**src/rtl/unit_control_seq.sv**
```systemverilog
// Multicycle control sequencer: latches the opcode after fetch, holds decoded
// control levels for the instruction, and gates one-cycle strobes per stage.
module unit_control_seq #(
    parameter int NUM_STAGES = 5,
    parameter int STAGE_W    = 3,
    parameter int COUNT_W    = 16
) (
    input  logic               clk,
    input  logic               reset,
    input  logic [5:0]         opcode,
    input  logic               stall,
    output logic [STAGE_W-1:0] stage,
    output logic               irWrite,
    output logic               PCWrite,
    output logic               memRead,
    output logic               memWrite,
    output logic               regWrite,
    output logic               push,
    output logic               pop,
    output logic               regDst,
    output logic               memToReg,
    output logic [2:0]         aluOp,
    output logic [2:0]         pcSrc,
    output logic [1:0]         data_a_select,
    output logic [1:0]         data_b_select,
    output logic               halted,
    output logic [COUNT_W-1:0] retired
);

    localparam logic [2:0] CLS_NOP   = 3'd0;
    localparam logic [2:0] CLS_ALU   = 3'd1;
    localparam logic [2:0] CLS_LOAD  = 3'd2;
    localparam logic [2:0] CLS_STORE = 3'd3;
    localparam logic [2:0] CLS_CTRL  = 3'd4;
    localparam logic [2:0] CLS_HALT  = 3'd5;

    localparam logic [STAGE_W-1:0] MEM_LAST   = STAGE_W'(NUM_STAGES - 1);
    localparam logic [STAGE_W-1:0] ALU_LAST   = STAGE_W'(NUM_STAGES - 2);
    localparam logic [STAGE_W-1:0] SHORT_LAST = STAGE_W'(2);

    logic [STAGE_W-1:0] stage_q;
    logic [5:0]         op_q;
    logic               valid_q;
    logic               halted_q;
    logic [COUNT_W-1:0] retired_q;

    logic [2:0]         cls;
    logic               is_call;
    logic               is_ret;
    logic [STAGE_W-1:0] last_stage;
    logic               at_last;
    logic               active;

    // Decode only from the latched opcode so levels cannot move mid-instruction.
    always_comb begin
        regDst        = 1'b0;
        memToReg      = 1'b0;
        aluOp         = 3'b010;
        pcSrc         = 3'b010;
        data_a_select = 2'b00;
        data_b_select = 2'b00;
        cls           = CLS_NOP;
        is_call       = 1'b0;
        is_ret        = 1'b0;
        if (valid_q) begin
            case (op_q)
                6'b000000, 6'b011100, 6'b011101: begin
                    regDst = 1'b1; data_a_select = 2'b10; data_b_select = 2'b01; cls = CLS_ALU;
                end
                6'b001000: begin aluOp = 3'b000; data_a_select = 2'b10; cls = CLS_ALU; end
                6'b001001: begin aluOp = 3'b001; data_a_select = 2'b10; cls = CLS_ALU; end
                6'b001100: begin aluOp = 3'b011; data_a_select = 2'b10; cls = CLS_ALU; end
                6'b001101: begin aluOp = 3'b100; data_a_select = 2'b10; cls = CLS_ALU; end
                6'b100011: begin
                    memToReg = 1'b1; aluOp = 3'b000; data_a_select = 2'b10; cls = CLS_LOAD;
                end
                6'b101011: begin aluOp = 3'b000; data_a_select = 2'b10; cls = CLS_STORE; end
                6'b010001: begin aluOp = 3'b000; pcSrc = 3'b001; cls = CLS_CTRL; end
                6'b000010: begin
                    aluOp = 3'b000; pcSrc = 3'b100; data_b_select = 2'b10; cls = CLS_CTRL;
                end
                6'b000100: begin
                    aluOp = 3'b101; pcSrc = 3'b001; data_a_select = 2'b10; cls = CLS_CTRL;
                end
                6'b000011: begin aluOp = 3'b000; pcSrc = 3'b001; cls = CLS_CTRL; is_call = 1'b1; end
                6'b000001: begin aluOp = 3'b000; pcSrc = 3'b000; cls = CLS_CTRL; is_ret = 1'b1; end
                6'b111111: begin aluOp = 3'b000; pcSrc = 3'b101; cls = CLS_HALT; end
                default: ;
            endcase
        end
    end

    always_comb begin
        case (cls)
            CLS_LOAD, CLS_STORE: last_stage = MEM_LAST;
            CLS_ALU:             last_stage = ALU_LAST;
            default:             last_stage = SHORT_LAST;
        endcase
    end

    assign at_last = (stage_q == last_stage);
    assign active  = !stall && !halted_q;

    assign irWrite  = active && (stage_q == '0);
    assign memRead  = active && (stage_q == ALU_LAST) && (cls == CLS_LOAD);
    assign memWrite = active && (stage_q == ALU_LAST) && (cls == CLS_STORE);
    assign regWrite = active && at_last && ((cls == CLS_ALU) || (cls == CLS_LOAD));
    assign push     = active && (stage_q == SHORT_LAST) && is_call;
    assign pop      = active && (stage_q == SHORT_LAST) && is_ret;
    assign PCWrite  = active && at_last && (cls != CLS_HALT);

    // Halt and stall both freeze every register; only reset breaks a halt.
    always_ff @(posedge clk) begin
        if (reset) begin
            stage_q   <= '0;
            op_q      <= '0;
            valid_q   <= 1'b0;
            halted_q  <= 1'b0;
            retired_q <= '0;
        end else if (active) begin
            if (stage_q == '0) begin
                op_q    <= opcode;
                valid_q <= 1'b1;
            end
            if (at_last) begin
                stage_q <= '0;
                if (cls == CLS_HALT)
                    halted_q <= 1'b1;
            end else begin
                stage_q <= stage_q + 1'b1;
            end
            if (PCWrite)
                retired_q <= retired_q + 1'b1;
        end
    end

    assign stage   = stage_q;
    assign halted  = halted_q;
    assign retired = retired_q;

endmodule
```
**config.mk**
```make
export PLATFORM = sky130hd
export DESIGN_NAME = unit_control_seq
export DESIGN_NICKNAME = d
export VERILOG_FILES = /design/src/rtl/unit_control_seq.sv
export SDC_FILE = /design/constraint.sdc
export NUM_CORES = 1
export LEC_CHECK = 0
export BUFFER_PORTS_ARGS = -buffer_cell sky130_fd_sc_hd__buf_2
export CAP_MARGIN = 20
export CORE_AREA = 3 3 67 69
export DETAILED_ROUTE_END_ITERATION = 16
export DIE_AREA = 0 0 70 72
export GPL_TIMING_DRIVEN = 0
export MAX_ROUTING_LAYER = met4
export PLACE_DENSITY_LB_ADDON = 0.3
export SETUP_SLACK_MARGIN = 0.05
export SLEW_MARGIN = 25
export SYNTH_ARGS = -nofsm -noshare
export SYNTH_HDL_FRONTEND = slang
export SYNTH_SLANG_ARGS = --single-unit
```
**constraint.sdc**
```tcl
create_clock -name clk -period 2.2 [get_ports clk]
set_input_delay 0.33 -clock clk [delete_from_list [all_inputs] [get_ports clk]]
set_output_delay 0.33 -clock clk [all_outputs]
set_load 0.02 [all_outputs]
```
Word level (Yosys, flattened, before mapping)
Index checks and enable logic that the tools add are counted.

Reduce and logical (&&, ||, !) cells: 26. Mux-type cells: 20. $add $sub $neg: 2. Equal/unequal tests: 22.

Operator list (count): $pmux W3 S5 (2); $eq A6 B4 Y1 const B (4); $eq A6 B5 Y1 const B (3); $eq A6 B6 Y1 const B (3); $add A16 B1 Y16 const B (1); $eq A3 B2 Y1 const B (4); $eq A6 B2 Y1 const B (2); $mux W3 (4); $pmux W3 S4 (1); $logic_and A1 B1 Y1 (11); $reduce_or A10 Y1 (1); $mux W1 (8); $reduce_or A8 Y1 (1); $reduce_or A7 Y1 (1); $eq A6 B1 Y1 const B (1); $eq A6 B3 Y1 const B (1); $logic_not A6 Y1 (1); $mux W2 (3); $pmux W3 S2 (1); $reduce_or A3 Y1 (2); $reduce_or A5 Y1 (1); $pmux W2 S2 (1); $reduce_and A2 Y1 (2); $add A3 B1 Y3 const B (1); other kinds (9) (10).

Register bits after elaboration: 27. Output and inout bits: 39. Logic and storage cells: 75. Input bits: 9.

Longest topological paths before layout
Gate-level depths: netlist (run 1).

Word-level depth: 11. Mapped depth: 8. Depth with buffers taken out: 5.

Least setup slack after synthesis (run 1)
Ideal clock, no wire load.

Path kind: reg2out. Start: register op_q[1]. End: output regWrite. Buffers on the path: 3. Stages on the path, launching flop included: 8. Setup slack: -27 ps. Data required time: 1870 ps. Arrival time: 1897 ps. Cell sequence: dfxtp_1 buf_6 or3b_4 or4_4 o211ai_4 buf_8 buf_12 nor2_1.

Longest elaborated chain between the ends: 10. Elaborated cells on any way between the ends: 28. Classes of those cells: 18 x eq/ne; 3 x mux; 7 x reduce/logical.

Ends and longest elaborated chain: start, declared (line 42) `logic [5:0] op_q;`; start signal, assigned (line 122) `op_q <= opcode;`; $eq A6 B4 Y1, or another cell as far along (line 66) `case (op_q)`; $reduce_or A7 Y1 (no source line) / $reduce_or A5 Y1 (equally long branches); $pmux W3 S5 (*) (line 66); $mux W3 (*) (line 65) `if (valid_q) begin`; $eq A3 B2 Y1, on equally long branches (line 94, 107); $reduce_or A2 Y1 (line 94) `case (cls)`; $pmux W3 S2 (line 94); $eq A3 B3 Y1 (line 101) `assign at_last = (stage_q == last_stage);`; $logic_and A1 B1 Y1 (line 107) `assign regWrite = active && at_last && ((cls == CLS_ALU) || (cls == CLS_LOAD));`; $logic_and A1 B1 Y1 (*) (line 107); end, declared (line 17) `output logic regWrite,`.

Mark *: on every way between the ends. The rest lies on a longest branch, timed or not.

Worst setup path in the final report (run 1)
Start: register op_q[5]. End: output PCWrite.

Longest elaborated chain between the ends: 10. Elaborated cells on any way between the ends: 28. Classes of those cells: 19 x eq/ne; 3 x mux; 6 x reduce/logical.

Ends and longest elaborated chain: $eq A6 B4 Y1, or another cell as far along (line 66); $reduce_or A7 Y1 (no source line) / $reduce_or A5 Y1 (equally long branches); $pmux W3 S5 (*) (line 66); $mux W3 (*) (line 65); $eq A3 B2 Y1 (line 94); $reduce_or A2 Y1 (line 94); $pmux W3 S2 (line 94); $eq A3 B3 Y1 (line 101); $logic_and A1 B1 Y1 (line 110) `assign PCWrite = active && at_last && (cls != CLS_HALT);`; $logic_and A1 B1 Y1 (*) (line 110); end, declared (line 14) `output logic PCWrite,`.

Marked as above.

==> impl_metrics.py, run 1 <==
metrics = {
    "status": {
        "status": "finished with violations",
        "violations": "setup timing",
    },
    "routing": {
        "vias": 2007,
        "ant_nets": 0,
        "drt_iter0_drc": 135,
        "wl_per_cell_um": 15.4,
        "wl_mm": 5.18,
        "drc": 0,
        "drtPass1Iterations": 4,
        "via_per_inst": 5.96,
    },
    "worst_setup_path": {
        "cp_max_fo": 5,
        "critical_path_buf_inv_count": 3,
        "start_kind": "register",
        "crit_family": "simple AND/OR/NAND/NOR gates",
        "setup.worst_path.end_class": "primary output",
        "slowest_stage": "or3b_4",
        "slowest_delay_ps": 430,
        "crit_arrival_ps": 2030,
        "required_ps": 1870,
        "crit_type": "register to primary output",
        "worstPathCellList": "or3b_4 > buf_6 > o31ai_4 > o211ai_4 > buf_8 > nor2_2 > buf_4",
    },
    "power_and_ir_drop": {
        "p_seq_frac": 0.456,
        "swShare": 0.332,
        "power.density_nw_per_um2": 462,
        "finalPower_mw": 1.16,
        "p_leak_nw": 1.01,
        "irDropWorstVdd_uv": 272,
        "p_int_mw": 0.774,
        "p_switching_mw": 0.384,
        "p_clk_frac": 0.253,
        "pwr-share-comb": 0.292,
    },
    "die": {
        "coreArea_um2": 3970,
        "rows": 23,
        "die_w_um": 70,
        "pin_count": 48,
        "dieArea_um2": 5040,
        "die_h_um": 72,
        "initial_utilization": 0.478,
    },
    "cts": {
        "cts_root_buf": "clkbuf_8",
        "clkSinkCount": 27,
        "clk_pin_slew_ps": 100,
        "cts_max_level": 1,
        "clk_path_buf_depth": 2,
        "clk_latency_ps": 270,
        "cts-hold-fix-buffers": 0,
        "tritoncts": "done",
        "cts_buffers": 3,
    },
    "cells_and_area": {
        "final_common_cell": "buf_2",
        "final_core_util": 0.631,
        "drive_above_1_share": 0.411,
        "layout_common_cells": "41 x buf_2, 22 x nor2_1, 19 x dfxtp_1",
        "regArea_um2": 556,
        "final_cells": 337,
        "multi_input_area_um2": 1370,
        "finalNetCount": 302,
        "area_growth_pct": 32.1,
        "diodes": 0,
        "num-fill-cells": 333,
    },
    "timing": {
        "finClkSkew_ps": 7.73,
        "worst_pin_slew_ps": 516,
        "slew_headroom": 0.656,
        "finalSetupViolCount": 6,
        "timing.final.crit_share": 1.07,
        "drv_slew": 0,
        "final-hold-violation-count": 0,
        "hold-worst-slack_ps": 290,
        "period_minus_slack_ps": 2360,
        "fin_ws_ps": -162,
        "max_freq_ghz": 0.423,
        "finalSetupTns_ps": -430,
        "rsz0062_at_grt": "true",
    },
    "grt": {
        "grt_pass1_vias": 1782,
        "grt_max_degree": 17,
        "grt_pass1_wl_mm": 8.24,
        "antenna_found_initial": 0,
        "grt_use_total": 0.201,
        "grt_overflow": 0,
    },
    "placed_design": {
        "dpl.hpwl_mm": 3.39,
        "portBuffers": 46,
        "place_inst": 328,
        "gp_congestion": 0.907,
    },
    "logic_synthesis": {
        "synth_nets": 246,
        "synth_edf_count": 0,
        "netlist_area_um2": 1900,
        "synth_cell_types": 57,
        "ys_seq_elements": 27,
        "ys_async_sr_fraction": 0,
        "avgSynthCellArea_um2": 8.18,
        "syn-instance-count": 232,
        "ys.flop_type": "dfxtp_1",
        "ys.warnings.count": 0,
        "ys_seq_area_frac": 0.285,
    },
    "job": {
        "maxCapViolations": 0,
    },
    "min_path": {
        "min_path_type": "input pin to register",
    },
}
[path summary, 6_finish.rpt]
kind                                                  to  slack (ps)  cells past startpoint                     start
worst max-delay path                             PCWrite        -160                      7      op_q[5]$_SDFFE_PP0P_
worst min-delay path                op_q[1]$_SDFFE_PP0P_         290                      3                 opcode[1]
worst max register to register   retired[2]$_SDFFE_PP0P_         -40                      9      op_q[5]$_SDFFE_PP0P_
worst min register to register  retired[11]$_SDFFE_PP0P_         510                      2  retired[11]$_SDFFE_PP0P_
[layer usage]
| metal | global-route usage | vias to the layer above | wire length (um) |
|---|---|---|---|
| met1 | 0.271 | 956 | 2230 |
| met4 | 0.0766 | 0 | 74 |
| met3 | 0.0346 | 8 | 370 |
| li1 | - | 961 | - |
| met2 | 0.301 | 82 | 2500 |
| met5 | - | - | 0 |
[synthesized netlist by cell type (2+ instances only)]
cell type  count  share of area
or4_1          9          0.036
mux2i_1        7          0.037
a31o_2         2         0.0092
nor4_1         4          0.013
and3_1         5          0.016
nor2b_1        8          0.026
nand4_1        5          0.016
a21oi_2        2         0.0092
buf_2          2         0.0053
mux2_4         3          0.024
and2_1         2         0.0066
o31ai_1        9          0.036
nor2_1        25          0.049
ha_1           5          0.033
inv_1          9          0.018
nor3_2         2          0.011
clkbuf_1      12          0.024
a22oi_1        5          0.020
nand2b_1       4          0.013
nand2_1       14          0.028
buf_6          2          0.012
nor3_1         6          0.016
nand3_2        2          0.011
dfxtp_1       27           0.28
o2111a_1       2          0.012
and4_1         4          0.018
o21ai_0        5          0.013
nand3_1        7          0.018
a21oi_1       14          0.037
or3_1          2         0.0066
[repair_timing]
item | in CTS | in global routing
gates resized for setup | 28 | 36
buffers inserted | 7 | 3
pin swaps | 8 | 7
gates cloned | 0 | 0
setup endpoints to repair | 26 | 28
[worst register-to-register path, cell delays in order (launching register included)]
cell and delay (ps):
dfxtp_2 350, or3b_4 430, buf_6 140, o31ai_4 220, o211ai_4 120, buf_8 150
buf_4 130, buf_6 140, nor3_4 170, mux2_4 310
[power by group through the flow]
stage                     clock (mW)  combinational [mW]  sequential [mW]
after floorplan                    0               0.214            0.530
after global placement             0               0.283            0.527
after detailed placement           0               0.286            0.528
after CTS                      0.300               0.311            0.527
after global routing           0.326               0.364            0.531
final                          0.293               0.338            0.528
[state kept, by name (all words and copies together) (netlist names)]
register and flops:
valid_q 1, op_q 6, stage 3, halted 1, retired 16
[cells by family after synthesis]
logic type	after synthesis	share of synthesized area
AND/OR/NAND/NOR	108	0.332
AO/OA/AOI/OAI	51	0.200
buffers and inverters	29	0.0831
flip-flops	27	0.285
multiplexers	10	0.0606
adder cells (fa/ha/maj)	5	0.0330
other	1	0.00198
XOR/XNOR	1	0.00462
[through the flow]
stage	worst slack, ps	area (um^2)
after floorplan	102	1900
after global placement	-143	2190
after detailed placement	-139	2190
after CTS	-247	2390
after global routing	-251	2510
final	-162	2510
[final cells by class]
class                           instances  area share
Buffer                                 15      0.0424
Clock buffer                            3      0.0165
Clock inverter                          1     0.00299
Inverter                                9      0.0135
Multi-Input combinational cell        176       0.544
Sequential cell                        27       0.222
Tap cell                               50      0.0250
Timing Repair Buffer                   56       0.134
(Power assumes the default switching activity.)
==> inputs of run 2 (changes only) <==
--- a/config.mk
+++ b/config.mk
@@ -8,10 +8,10 @@
 export BUFFER_PORTS_ARGS = -buffer_cell sky130_fd_sc_hd__buf_2
 export CAP_MARGIN = 20
-export CORE_AREA = 3 3 67 69
+export CORE_AREA = 4 4 68 70
 export DETAILED_ROUTE_END_ITERATION = 16
-export DIE_AREA = 0 0 70 72
+export DIE_AREA = 0 0 72 74
 export GPL_TIMING_DRIVEN = 0
 export MAX_ROUTING_LAYER = met4
-export PLACE_DENSITY_LB_ADDON = 0.3
+export PLACE_DENSITY = 0.75
 export SETUP_SLACK_MARGIN = 0.05
 export SLEW_MARGIN = 25
==> constraint.sdc (replaced) <==
create_clock -name clk -period 2.2 [get_ports clk]
set_input_delay 0.33 -clock clk [delete_from_list [all_inputs] [get_ports clk]]
set_output_delay 0.33 -clock clk [all_outputs]
set_load 0.1 [all_outputs]
==> run 2 against run 1 <==
Sequential share of layout area decreased by 2.1 points; combinational power increased by 57%; the run still ends with setup timing left; critical path type unchanged; first-iteration DRC count decreased by 17%.
==> impl_metrics.py, run 2 (synthesis gave the netlist of run 1 again) <==
metrics = {
    "worst_setup_path": {
        "crit_type": "register to primary output",
        "crit_arrival_ps": 2110,
        "start_kind": "register",
        "endpoint": "regWrite",
        "crit_start": "op_q[1]$_SDFFE_PP0P_",
        "r2r_slack_ps": 70,
        "r2r-end": "retired[2]$_SDFFE_PP0P_",
        "r2r_start": "op_q[1]$_SDFFE_PP0P_",
        "rr_worst_depth": 7,
        "cp_max_fo": 5,
        "required_ps": 1870,
        "setup.worst_path.end_class": "primary output",
    },
    "grt": {
        "grt_use_total": 0.214,
        "grt_use_met1": 0.289,
        "grt_overflow": 0,
        "grt_max_degree": 16,
        "met3_usage": 0.0351,
        "grt_pass1_wl_mm": 8.85,
        "grt_pass1_vias": 1832,
        "top_usage_layer": "met2",
        "grt_util_met2": 0.336,
        "antenna_found_initial": 0,
    },
    "routing": {
        "wl_per_cell_um": 15.6,
        "wl_mm": 5.34,
        "drt_iter0_drc": 112,
        "drc": 0,
        "vias": 2016,
        "via_per_inst": 5.88,
        "drtPass1Iterations": 4,
        "ant_nets": 0,
    },
    "timing": {
        "worst_pin_slew_ps": 528,
        "rsz0062_at_grt": "true",
        "drv_slew": 0,
        "timing.final.crit_share": 1.11,
        "hold-worst-slack_ps": 289,
        "slew_headroom": 0.648,
        "fin_ws_ps": -239,
        "finalSetupTns_ps": -442,
        "finClkSkew_ps": 9.73,
        "finalSetupViolCount": 3,
        "max_freq_ghz": 0.410,
        "period_minus_slack_ps": 2440,
        "final-hold-violation-count": 0,
    },
    "job": {
        "maxCapViolations": 0,
    },
    "cts": {
        "cts_root_buf": "clkbuf_8",
        "cts_buffers": 3,
        "clk_path_buf_depth": 2,
        "clk_latency_ps": 280,
        "cts-hold-fix-buffers": 0,
        "clkSinkCount": 27,
        "cts_max_level": 1,
        "clk_pin_slew_ps": 90,
        "tritoncts": "done",
    },
    "die": {
        "rows": 23,
        "die_h_um": 74,
        "die_w_um": 72,
        "initial_utilization": 0.478,
        "dieArea_um2": 5330,
        "coreArea_um2": 3970,
        "pin_count": 48,
    },
    "power_and_ir_drop": {
        "power.density_nw_per_um2": 471,
        "irDropWorstVdd_uv": 306,
        "finalPower_mw": 1.35,
        "p_leak_nw": 1.09,
    },
    "cells_and_area": {
        "finalNetCount": 308,
        "final_cells": 343,
        "multi_input_area_um2": 1520,
        "area_growth_pct": 50.7,
        "largest_register_ffs": 16,
        "final_common_cell": "buf_2",
        "finalInstanceArea_um2": 2860,
        "drive_above_1_share": 0.532,
        "diodes": 0,
        "num-fill-cells": 299,
        "layout_common_cells": "30 x buf_2, 21 x buf_4, 16 x nor2_1",
        "regArea_um2": 574,
    },
    "placed_design": {
        "portBuffers": 46,
        "gp_congestion": 0.906,
        "place_inst": 328,
        "dpl.hpwl_mm": 3.70,
        "placed_cell_area_um2": 2390,
    },
    "status": {
        "violations": "setup timing",
        "status": "finished with violations",
    },
    "min_path": {
        "holdPathStages": 3,
        "min_path_type": "input pin to register",
    },
}
run 2: critical path: stages, from the launching register on:
cell      delay (ps)
dfxtp_4          370
or3b_4           420
or4_4            460
o211ai_4         120
buf_8            150
buf_12           110
nor2_4            40
buf_12           170
run 2: final cells by class:
type	instances	area share
clock buffers	3	0.0144
multi-input cells	176	0.532
inverters	9	0.0118
flip-flops and latches	27	0.201
well taps	50	0.0219
clock inverters	1	0.00175
repair buffers	61	0.177
plain buffers	16	0.0402
run 2: metrics by stage:
step / setup WS, ps / utilization
floorplan: -147 / -
global route: -293 / 0.720
detailed placement: -378 / 0.601
global placement: -379 / 0.601
CTS: -311 / 0.677
finish: -239 / 0.720
run 2: how the worst min path moves through the flow:
stage / start / end / slack (ps)
floorplan: opcode[0] / op_q[0]$_SDFFE_PP0P_ / 480
global placement: halted$_SDFFE_PP0P_ / halted$_SDFFE_PP0P_ / 460
detailed placement: halted$_SDFFE_PP0P_ / halted$_SDFFE_PP0P_ / 470
CTS: opcode[3] / op_q[3]$_SDFFE_PP0P_ / 290
global route: opcode[1] / op_q[1]$_SDFFE_PP0P_ / 300
finish: opcode[1] / op_q[1]$_SDFFE_PP0P_ / 290
run 2: where the power goes:
group / total (mW) / leakage [nW] / internal [mW] / switching [mW]
Sequential: 0.529 / 0.229 / 0.504 / 0.0250
Clock: 0.289 / 0.0255 / 0.127 / 0.162
Combinational: 0.530 / 0.838 / 0.183 / 0.347
run 2: repair_timing:
item                       CTS  global route
gates resized for setup     65            32
setup buffers                7             8
setup endpoints to repair   35            28
pin swaps                   11             8
run 2: routing by layer:
layer / vias up / wire length (um)
li1: 977 / -
met1: 983 / 2430
met2: 52 / 2640
met3: 4 / 226
met4: 0 / 40
met5: - / 0
